### src/rtl/sb_pkg.sv
// Shared types, constants and helpers for the coalescing store buffer.
package sb_pkg;

  function automatic int unsigned sb_clog2(input int unsigned value);
    int unsigned result;
    result = 0;
    for (int unsigned i = 0; i < 32; i++) begin
      if ((64'd1 << i) < 64'(value)) result = i + 1;
    end
    return result;
  endfunction

  localparam int unsigned SB_AW = 32;
  localparam int unsigned SB_DW = 32;
  localparam int unsigned SB_BE = SB_DW / 8;
  localparam int unsigned OFF   = sb_clog2(SB_BE);

  typedef struct packed {
    logic [SB_AW-OFF-1:0] waddr;
    logic [SB_DW-1:0]     data;
    logic [SB_BE-1:0]     be;
  } sb_entry_t;

endpackage

### src/rtl/sb_byte_forward.sv
// One byte lane of load forwarding: the youngest selected entry wins, scanning oldest to youngest from head.
module sb_byte_forward
  import sb_pkg::*;
#(
  parameter int unsigned DEPTH = 4,
  parameter int unsigned PW    = sb_clog2(DEPTH)
) (
  input  logic [PW-1:0]         head,
  input  logic [DEPTH-1:0]      sel,
  input  logic [DEPTH-1:0][7:0] lane,
  output logic                  hit_c,
  output logic [7:0]            byte_c
);

  logic [PW-1:0] idx;

  always_comb begin
    hit_c  = 1'b0;
    byte_c = '0;
    idx    = '0;
    for (int unsigned k = 0; k < DEPTH; k++) begin
      idx = head + PW'(k);
      if (sel[idx]) begin
        hit_c  = 1'b1;
        byte_c = lane[idx];
      end
    end
  end

endmodule

### src/rtl/coalescing_store_buffer.sv
// N-entry in-order store buffer with byte-granular load forwarding and valid/ready drain.
// Define SB_COALESCE_EN to merge stores into the youngest matching non-head entry.
module coalescing_store_buffer
  import sb_pkg::*;
#(
  parameter int unsigned DEPTH = 4,
  parameter int unsigned AW    = SB_AW,
  parameter int unsigned DW    = SB_DW
) (
  input  logic                     clk,
  input  logic                     reset,
  input  logic                     enq_valid,
  input  logic [AW-1:0]            enq_addr,
  input  logic [DW-1:0]            enq_data,
  input  logic [DW/8-1:0]          enq_byte_en,
  output logic                     enq_ready,
  input  logic                     lk_valid,
  input  logic [AW-1:0]            lk_addr,
  output logic                     lk_hit,
  output logic [DW-1:0]            lk_data,
  output logic [DW/8-1:0]          lk_byte_en,
  output logic                     drain_valid,
  output logic [AW-1:0]            drain_addr,
  output logic [DW-1:0]            drain_data,
  output logic [DW/8-1:0]          drain_byte_en,
  input  logic                     drain_ready,
  output logic                     full,
  output logic                     empty,
  output logic [sb_clog2(DEPTH):0] count,
  output logic                     stall_pipeline
);

  localparam int unsigned BE   = DW / 8;
  localparam int unsigned WOFF = (DW == SB_DW) ? OFF : sb_clog2(BE);
  localparam int unsigned WAW  = AW - WOFF;
  localparam int unsigned PW   = sb_clog2(DEPTH);
  localparam int unsigned CW   = PW + 1;

  typedef struct packed {
    logic [WAW-1:0] waddr;
    logic [DW-1:0]  data;
    logic [BE-1:0]  be;
  } entry_t;

  entry_t         ent_q [DEPTH];
  entry_t         ent_d [DEPTH];
  logic [DEPTH-1:0] vld_q, vld_d;
  logic [PW-1:0]  head_q, head_d, tail_q, tail_d;
  logic [CW-1:0]  cnt_q, cnt_d;

  logic [WAW-1:0] enq_waddr, lk_waddr;
  logic           coalesce_hit;
  logic [PW-1:0]  coal_idx;
  logic           push, pop, coal_wr;
  logic [DEPTH-1:0] lk_match;

  assign enq_waddr = enq_addr[AW-1:WOFF];
  assign lk_waddr  = lk_addr[AW-1:WOFF];

  if (WOFF > 0) begin : g_unused
    logic unused_low_bits;
    assign unused_low_bits = ^{enq_addr[WOFF-1:0], lk_addr[WOFF-1:0]};
  end

  assign full           = (cnt_q == CW'(DEPTH));
  assign empty          = (cnt_q == '0);
  assign count          = cnt_q;
  assign enq_ready      = !full || coalesce_hit;
  assign stall_pipeline = enq_valid && !enq_ready;
  assign drain_valid    = !empty;

  assign pop     = drain_valid && drain_ready;
  assign coal_wr = enq_valid && coalesce_hit;
  assign push    = enq_valid && enq_ready && !coalesce_hit && (|enq_byte_en);

`ifdef SB_COALESCE_EN
  // Youngest valid entry with the same word address; merging into the head is disallowed.
  logic          coal_found;
  logic [PW-1:0] coal_scan;

  always_comb begin
    coal_found = 1'b0;
    coal_idx   = '0;
    coal_scan  = '0;
    for (int unsigned k = 0; k < DEPTH; k++) begin
      coal_scan = head_q + PW'(k);
      if (vld_q[coal_scan] && (ent_q[coal_scan].waddr == enq_waddr)) begin
        coal_found = 1'b1;
        coal_idx   = coal_scan;
      end
    end
    coalesce_hit = coal_found && (coal_idx != head_q);
  end
`else
  assign coalesce_hit = 1'b0;
  assign coal_idx     = '0;
`endif

  always_comb begin
    ent_d  = ent_q;
    vld_d  = vld_q;
    head_d = head_q;
    tail_d = tail_q;
    if (coal_wr) begin
      for (int unsigned b = 0; b < BE; b++) begin
        if (enq_byte_en[b]) ent_d[coal_idx].data[8*b +: 8] = enq_data[8*b +: 8];
      end
      ent_d[coal_idx].be = ent_q[coal_idx].be | enq_byte_en;
    end
    if (pop) begin
      vld_d[head_q] = 1'b0;
      head_d        = head_q + PW'(1);
    end
    if (push) begin
      ent_d[tail_q] = '{waddr: enq_waddr, data: enq_data, be: enq_byte_en};
      vld_d[tail_q] = 1'b1;
      tail_d        = tail_q + PW'(1);
    end
    cnt_d = cnt_q + CW'(push) - CW'(pop);
  end

  always_ff @(posedge clk) begin
    if (!reset) begin
      head_q <= '0;
      tail_q <= '0;
      cnt_q  <= '0;
      vld_q  <= '0;
    end else begin
      head_q <= head_d;
      tail_q <= tail_d;
      cnt_q  <= cnt_d;
      vld_q  <= vld_d;
    end
  end

  // Payload needs no reset: every reader is qualified by a valid bit or empty.
  always_ff @(posedge clk) begin
    ent_q <= ent_d;
  end

  assign drain_addr    = empty ? '0 : (AW'(ent_q[head_q].waddr) << WOFF);
  assign drain_data    = empty ? '0 : ent_q[head_q].data;
  assign drain_byte_en = empty ? '0 : ent_q[head_q].be;

  always_comb begin
    lk_match = '0;
    for (int unsigned i = 0; i < DEPTH; i++) begin
      lk_match[i] = lk_valid && vld_q[i] && (ent_q[i].waddr == lk_waddr);
    end
  end

  for (genvar b = 0; b < BE; b++) begin : g_fwd
    logic [DEPTH-1:0]      sel;
    logic [DEPTH-1:0][7:0] lane;

    always_comb begin
      sel  = '0;
      lane = '0;
      for (int unsigned i = 0; i < DEPTH; i++) begin
        sel[i]  = lk_match[i] && ent_q[i].be[b];
        lane[i] = ent_q[i].data[8*b +: 8];
      end
    end

    sb_byte_forward #(
      .DEPTH (DEPTH),
      .PW    (PW)
    ) u_fwd (
      .head   (head_q),
      .sel    (sel),
      .lane   (lane),
      .hit_c  (lk_byte_en[b]),
      .byte_c (lk_data[8*b +: 8])
    );
  end

  assign lk_hit = lk_valid && (|lk_byte_en);

endmodule

### config.mk
export PLATFORM = sky130hd
export DESIGN_NAME = coalescing_store_buffer
export DESIGN_NICKNAME = d
export VERILOG_FILES = /design/src/rtl/sb_pkg.sv /design/src/rtl/sb_byte_forward.sv /design/src/rtl/coalescing_store_buffer.sv
export SDC_FILE = /design/constraint.sdc
export NUM_CORES = 1
export LEC_CHECK = 0
export CORE_ASPECT_RATIO = 0.7
export CORE_UTILIZATION = 50
export DETAILED_ROUTE_END_ITERATION = 16
export DONT_BUFFER_PORTS = 1
export GPL_ROUTABILITY_DRIVEN = 0
export PLACE_DENSITY = 0.74
export SYNTH_ARGS = -nofsm -noshare
export SYNTH_HDL_FRONTEND = slang
export SYNTH_SLANG_ARGS = --single-unit
### constraint.sdc
create_clock -name clk -period 5 [get_ports clk]
set_clock_uncertainty 0.15 [all_clocks]
set_input_delay 0.5 -clock clk [delete_from_list [all_inputs] [get_ports clk]]
set_output_delay 0.5 -clock clk [all_outputs]
set_load 0.05 [all_outputs]
Word-level counts from Yosys, hierarchy flattened
Index checks and enable logic that the tools add are counted.

cells by class
  bitwise logic cells = 5
  add/sub/neg operators = 6
  equality and inequality tests = 5
  magnitude comparators = 10
  mux-type cells = 111
  reductions and logical operators = 37

operators with widths
  kind                                                                number
  bitwise mux 264 bit                                                 1
  binary-select mux 8 bit (select 2 bit)                              16
  two-way mux 8 bit                                                   32
  two-way mux 66 bit                                                  3
  binary-select mux 66 bit (select 2 bit)                             1
  demux 66 bit (select 2 bit)                                         1
  == test 30 bit                                                      4
  two-way mux 32 bit                                                  2
  two-way mux 1 bit                                                   34
  binary-select mux 1 bit (select 2 bit)                              16
  logical AND 1 bit                                                   32
  < comparator 2 x 3 -> 1 bit (second input constant)                 5
  two-way mux 4 bit                                                   3
  OR reduction 4 bit                                                  2
  greater-or-equal comparator 3 bit (second input constant)           2
  inverter 2 -> 3 bit                                                 2
  adder 2 x 1 -> 2 bit (second input constant)                        2
  adder 2 bit (second input constant)                                 2
  AND 4 bit                                                           1
  demux 1 bit (select 2 bit)                                          2
  greater-or-equal comparator 2 x 1 -> 1 bit (second input constant)  2
  inverter 4 bit                                                      1
  OR 4 bit                                                            1
  adder 3 x 1 -> 3 bit                                                1
  5 further kinds                                                     6

word-level totals
  input port bits = 105
  flip-flop bits (word level) = 275

Depth between registers and ports, before layout
Gate-level depths: netlist of the first run.

  depth after elaboration = 11
  depth in mapped cells = 13
  mapped depth without buffers = 13

Modules after synthesis
A second synthesis of the first run with hierarchy kept.

unflattened totals
  cells, all modules = 1,053
  area, all modules = 16,768.6 um2

by module, submodules not included
  module                   cells each  sequential area each (um2)  times used  area each (um2)
  coalescing_store_buffer  689         8,147.8                     1           12,089.1
  sb_byte_forward          91          0.0                         4           1,169.9

Least setup slack after synthesis of the first run
No wires, ideal clock.

  kind = input to output
  from = input lk_addr[29]
  to = output lk_data[12]
  data required time = 4.350 ns
  buffers on the path = 2
  arrival = 3.855 ns
  slack = 0.495 ns
  cell stages on the path = 10
  cells stage by stage = clkbuf_1 xnor2_1 nand4_1 or4_1 nor2_1 a22oi_2 buf_2 o32ai_1 a211oi_1 o31ai_1

between the ends
  longest elaborated chain between the ends = 9

RTL lines
  what                                     line                            RTL
  start, declared                          coalescing_store_buffer.sv:18   input logic [AW-1:0] lk_addr,
  == test 30 bit                           coalescing_store_buffer.sv:148  lk_match[i] = lk_valid && vld_q[i] && (ent_q[i].waddr == lk_waddr);
  logical AND 1 bit                        coalescing_store_buffer.sv:148
  logical AND 1 bit                        coalescing_store_buffer.sv:160  sel[i] = lk_match[i] && ent_q[i].be[b];
  binary-select mux 1 bit (select 2 bit)   sb_byte_forward.sv:23           if (sel[idx]) begin
  two-way mux 1 bit (implied by the code)  sb_byte_forward.sv:23
  two-way mux 8 bit (3 in series)          sb_byte_forward.sv:23
  two-way mux 8 bit *                      sb_byte_forward.sv:23
  end, declared                            coalescing_store_buffer.sv:20   output logic [DW-1:0] lk_data,

Mark *: on every way between the ends. The rest lies on a longest branch, timed or not. The select of a mux whose other input is x is not followed.

Worst setup path after layout of the first run
  from = register ent_q[111] (netlist bit)
  to = output lk_data[10]

between the ends
  longest elaborated chain between the ends = 9

RTL lines
  what                                     line                            RTL
  start, declared                          coalescing_store_buffer.sv:45   entry_t ent_q [DEPTH];
  start signal, assigned                   coalescing_store_buffer.sv:138  ent_q <= ent_d;
  == test 30 bit *                         coalescing_store_buffer.sv:148
  logical AND 1 bit *                      coalescing_store_buffer.sv:148
  logical AND 1 bit *                      coalescing_store_buffer.sv:160
  binary-select mux 1 bit (select 2 bit)   sb_byte_forward.sv:23
  two-way mux 1 bit (implied by the code)  sb_byte_forward.sv:23
  two-way mux 8 bit (3 in series)          sb_byte_forward.sv:23
  two-way mux 8 bit *                      sb_byte_forward.sv:23

Marks and branches as above.

==> results.toml, run 1 <==
[pwr]
fin_total_pwr_uw = 9640
power.static_leakage_uw = 0.00572
ir_drop_v = 0.000527
power_density_nw_per_um2 = 536

[layout]
area_delta_synth_final_pct = 15.3
drive_above_1_share_pct = 18.5
multi_input_area_um2 = 7100
fillers = 2393
nets = 1428
final_cells = 1747
seq_area_um2 = 8160

[global_routing]
overflow = 0
antenna_found_initial = 4
grt_pass1_wl_um = 65000
grt_max_degree = 161
grt_util_all_layers_pct = 27.3
grt_pass1_vias = 10900

[job]
cap_violations = 0

[logic_synthesis]
yosysTopAreaCell = "edfxtp_1"
synth.distinct_cells = 72
syn_inst = 1251
synth_top_area_share_pct = 50.8
ys.flop_type = "edfxtp_1"
ys_async_sr_fraction_pct = 0
yosysWarnings = 0
synth_area_leaders = "edfxtp_1, mux4_2, xnor2_1"
yosysMostFrequentCell = "edfxtp_1"
yosysSeqAreaShare_pct = 52.2
synth_edf_count = 264
syn_area_um2 = 15600
ys_ff_latch = 275
yosys-top-cells-count = "edfxtp_1, xnor2_1, mux2i_1, nand2_1, and2_1"
synth.avg_cell_area_um2 = 12.5

[clocking]
cts-root-buf = "clkbuf_16"
clock_path_buffers = 3
cts_max_level = 1
cts_tree = "yes"
cts.sinks = 275
cts_inserted_buffers = 28
cts.reportedPaths.clkPinSlew_ns = 0.06
insertion_delay_ns = 0.56

[floorplan]
die_h_um = 150
dieArea_um2 = 31900
start_util_pct = 51.4
io_pins = 218
die_w_um = 213
core-area_um2 = 30400
rows = 53

[placement]
hpwl_um = 29500
numPortBuffers = 0
placed_cells = 1627

[sta]
fin_tns_setup_ns = 0
rsz0062_at_grt = "false"
maxSlewHeadroom_pct = 18.4
clock.fmax_mhz = 207
tightest_slew_ns = 1.21
layout_min_cycle_time_ns = 4.84
drv_slew = 0
post-route-period-util_pct = 96.8
hold_viol_final = 0
setup_violations = 0

[critical_path]
cp-start-kind = "flip-flop"
worst_ep_required_time_ns = 4.35
path_max_fanout = 8
crit_path_end_kind = "output port"
cp.arrival_ns = 4.19
worstSetupPathType = "flip-flop to output port"

[detailed_routing]
antenna_left = 0
vias = 11000
drt-initial-drc-count = 1104
firstDrtPassIters = 5
wl_per_cell_um = 25.0
viasPerCell = 6.31
finalWirelength_um = 43600
drc_errors = 0

[outcome]
status = "complete, no violations"

[hold_path]
hp-class = "primary input to flip-flop"
## worst max-delay path: stages (launching register included)
cell and delay [ns]:
edfxtp_1 0.41, xor2_1 0.19, or4_1 0.56, or4_1 0.64, nor3_1 0.35, o21ai_1 0.14
a2bb2oi_2 0.51, a211oi_1 0.18, o31ai_2 0.37, buf_4 0.27
## registers in the layout, indices dropped and copies added (netlist names)
name and cells:
count 3, ent_q 264, head_q 2, tail_q 2, vld_q 4
## final cells by class
cell class	instances	share of cell area, %
antenna	3	0.0418
clock inverter	18	0.661
timing repair buffer	125	7.33
tap	412	2.87
clock buffer	32	3.98
multi-input combinational	869	39.5
inverter	13	0.271
sequential	275	45.4
## through the flow
step                      area, um2  hold slack (ns)  utilization (%)  setup slack (ns)
after floorplan               15600            0.378                -             0.495
final                         18000            0.306             59.2             0.160
after detailed placement      16500            0.427             54.2             0.636
after CTS                     18000            0.292             59.1             0.109
after global placement        16500            0.402             54.2             0.712
after global routing          18000            0.347             59.2            0.0113
## placed cells by master (no fill, tap or decap), types with 12 or more instances in the layout
master / count
edfxtp_1: 264
xnor2_1: 101
mux2i_1: 72
nand2_1: 70
dlygate4sd3_1: 67
nor2_1: 62
and2_1: 61
mux2_2: 54
buf_4: 41
mux4_2: 40
a21oi_1: 40
clkbuf_16: 28
o21ai_0: 26
nand4_1: 25
nand3_1: 25
xor2_1: 23
a211oi_1: 18
buf_12: 17
nor3_1: 16
nor2b_1: 12
a31oi_1: 12
o32ai_1: 12
## kinds of logic (layout without fill, tap and decap cells)
group                      Yosys count  in the layout  synth area share (%)
other                                1              5                0.0240
xor gates and xnor gates           124            124                  6.96
AOI/OAI and AO/OA                  223            223                  10.5
and+or+nand+nor                    341            341                  11.8
muxes                              168            168                  14.5
DFF                                275            275                  52.2
adders and majority gates           11             11                 0.931
buffers and inverters              108            188                  3.01
## where the power goes
part           leakage, uW  internal (uW)  switching, uW
registers          0.00251           2800            161
clock network     0.000411           1070            884
logic              0.00281           1350           3370
## metal layers
layer / wire [um] / GRT usage [%]
met5: 0 / 0
met4: 1090 / 7.63
met3: 4800 / 9.13
met2: 19300 / 40.4
met1: 18500 / 38.3
## path summary, 6_finish.rpt
| kind | slack (ns) | startpoint | cells after the start | end |
|---|---|---|---|---|
| setup / recovery | 0.16 | ent_q[111]$_DFFE_PP_ | 9 | lk_data[10] |
| hold / removal | 0.31 | enq_valid | 4 | tail_q[1]$_SDFFE_PN0P_ |
| setup reg to reg | 1.02 | count[1]$_SDFF_PN0_ | 13 | count[2]$_SDFF_PN0_ |
| hold reg to reg | 0.43 | tail_q[1]$_SDFFE_PN0P_ | 2 | tail_q[1]$_SDFFE_PN0P_ |
## what timing repair did
action / CTS / global route
gates resized for setup: 0 / 2
buffers inserted: 0 / 0
endpoints found under the hold margin: 275 / 0
endpoints found under the setup margin: 0 / 8
hold buffers: 67 / 0
(Power assumes the default switching activity.)
==> inputs of run 2 (changes only) <==
--- a/config.mk
+++ b/config.mk
@@ -5,7 +5,6 @@
 export SDC_FILE = /design/constraint.sdc
 export NUM_CORES = 1
 export LEC_CHECK = 0
-export CORE_ASPECT_RATIO = 0.7
 export CORE_UTILIZATION = 50
 export DETAILED_ROUTE_END_ITERATION = 16
 export DONT_BUFFER_PORTS = 1
==> constraint.sdc (replaced) <==
create_clock -name clk -period 5 [get_ports clk]
set_clock_uncertainty 0.15 [all_clocks]
set_input_delay 0.75 -clock clk [delete_from_list [all_inputs] [get_ports clk]]
set_output_delay 0.75 -clock clk [all_outputs]
set_load 0.05 [all_outputs]
==> results.toml, run 2 (synthesis gave the netlist of run 1 again) <==
[outcome]
status = "complete, no violations"

[sta]
tightest_slew_ns = 1.03
drv_slew = 0
maxSlewHeadroom_pct = 30.4
clock.fmax_mhz = 201
hold_viol_final = 0
layout_min_cycle_time_ns = 4.97
rsz0062_at_grt = "true"
setup_violations = 0
post-route-period-util_pct = 99.4
worst_hold_slack_ns = 0.121

[hold_path]
hp-class = "primary input to flip-flop"
min-delay-start = "enq_addr[10]"

[critical_path]
reg2reg_from = "count[1]$_SDFF_PN0_"
crit_family = "simple AND/OR/NAND/NOR gates"
path_max_fanout = 7
timing.critical_path.buf_inv = 1
worstSetupPathType = "flip-flop to output port"
worst_ep_required_time_ns = 4.10
cp.arrival_ns = 4.07
crit_path_max_incr_delay_ns = 0.69
crit_start = "ent_q[181]$_DFFE_PP_"
cp-start-kind = "flip-flop"
path_cells = "xnor2_1 -> nand4_1 -> or4_1 -> nor4_1 -> a211oi_1 -> or2_1 -> o211ai_1 -> o221a_1 -> buf_12"
crit_slowest_cell = "nor4_1"
crit_path_end_kind = "output port"

[global_routing]
grt_max_degree = 69
grt_util_all_layers_pct = 25.8
grt_pass1_wl_um = 61400
grt_pass1_vias = 10700
antenna_found_initial = 0
overflow = 0

[layout]
largest_reg_flops = 264
layout_commonest_cell = "edfxtp_1"
nets = 1400
drive_above_1_share_pct = 22.5
antenna_cells = 0
area_delta_synth_final_pct = 13.7
final_cell_mix = "edfxtp_1, xnor2_1, buf_4, mux2i_1, nand2_1"
final_util_pct = 57.8
top_register = "ent_q"

[clocking]
clock_path_buffers = 3
ctsResizeCount = 1
cts_inserted_buffers = 30
post_cts_buffers = 0
cts_max_level = 1
cts_tree = "yes"
cts-root-buf = "clkbuf_16"
cts.sinks = 275
ctsHoldBuffers = 0
insertion_delay_ns = 0.57
cts.reportedPaths.clkPinSlew_ns = 0.06

[floorplan]
io_pins = 218
die_w_um = 179
rows = 64
die_h_um = 179
dieArea_um2 = 31900
core-area_um2 = 30700
start_util_pct = 50.9

[pwr]
power_density_nw_per_um2 = 561
power.static_leakage_uw = 0.00572
ir_drop_v = 0.000473

[detailed_routing]
firstDrtPassIters = 7
drt-initial-drc-count = 1015
antenna_left = 0
finalWirelength_um = 41100
viasPerCell = 6.33
vias = 10800
wl_per_cell_um = 24.1
drc_errors = 0

[placement]
hpwl_um = 28100
numPortBuffers = 0

[job]
cap_violations = 0
-- run 2: changes by cell type in the layout (fill, tap and decap cells not counted), moves of 2 or more --
cell	delta
buf_4	+38
bufinv_16	+2
clkbuf_16	+2
clkbuf_8	+3
clkinv_1	-4
clkinv_4	+2
diode_2	-3
dlygate4sd3_1	-67
nor2_2	-2
-- run 2: final cells by class --
class	instances	area [um2]
clock buffers	37	807
clock inverters	19	193
fillers	2450	12900
inverters	13	48.8
multi-input cells	869	7120
flip-flops and latches	275	8160
well taps	396	495
repair buffers	95	913
-- run 2: per-stage QoR --
stage	power [uW]	setup TNS, ns	area, um2	worst slack [ns]	cells
CTS	9950	0	17700	0.113	1704
floorplan	6630	0	15600	0.00848	1252
detailed placement	7740	0	16700	0.274	1648
finish	9940	0	17700	0.0281	1704
global placement	7660	0	16700	0.331	1648
global route	10300	-0.00278	17700	-0.00278	1704
-- run 2: final timing paths --
path | endpoint | slack (ns) | cells after the start
setup reg to reg | count[2]$_SDFF_PN0_ | 1.09 | 13
setup / recovery | lk_data[21] | 0.03 | 9
hold reg to reg | tail_q[1]$_SDFFE_PN0P_ | 0.41 | 2
hold / removal | ent_q[110]$_DFFE_PP_ | 0.12 | 0
-- run 2: metal layers --
| layer | track usage [%] | wire (um) |
|---|---|---|
| met1 | 32.5 | 15800 |
| met5 | 0 | 0 |
| met4 | 9.11 | 1470 |
| met2 | 43.6 | 20100 |
| met3 | 5.65 | 3690 |
-- run 2: where the power goes --
part,switching [uW],internal (uW)
Clock,918,1300
Sequential,178,2800
Combinational,3300,1440
Total,4400,5550
-- run 2: worst reg2reg max path, cell delays in order, from the launching register on --
cell	delay (ns)
dfxtp_1	0.74
nor2_1	0.13
nand2_1	0.40
inv_1	0.36
nor2_1	0.52
inv_1	0.09
ha_1	0.30
inv_1	0.05
ha_1	0.12
inv_1	0.05
fa_1	0.40
xnor2_1	0.15
xnor2_1	0.15
and2_1	0.17
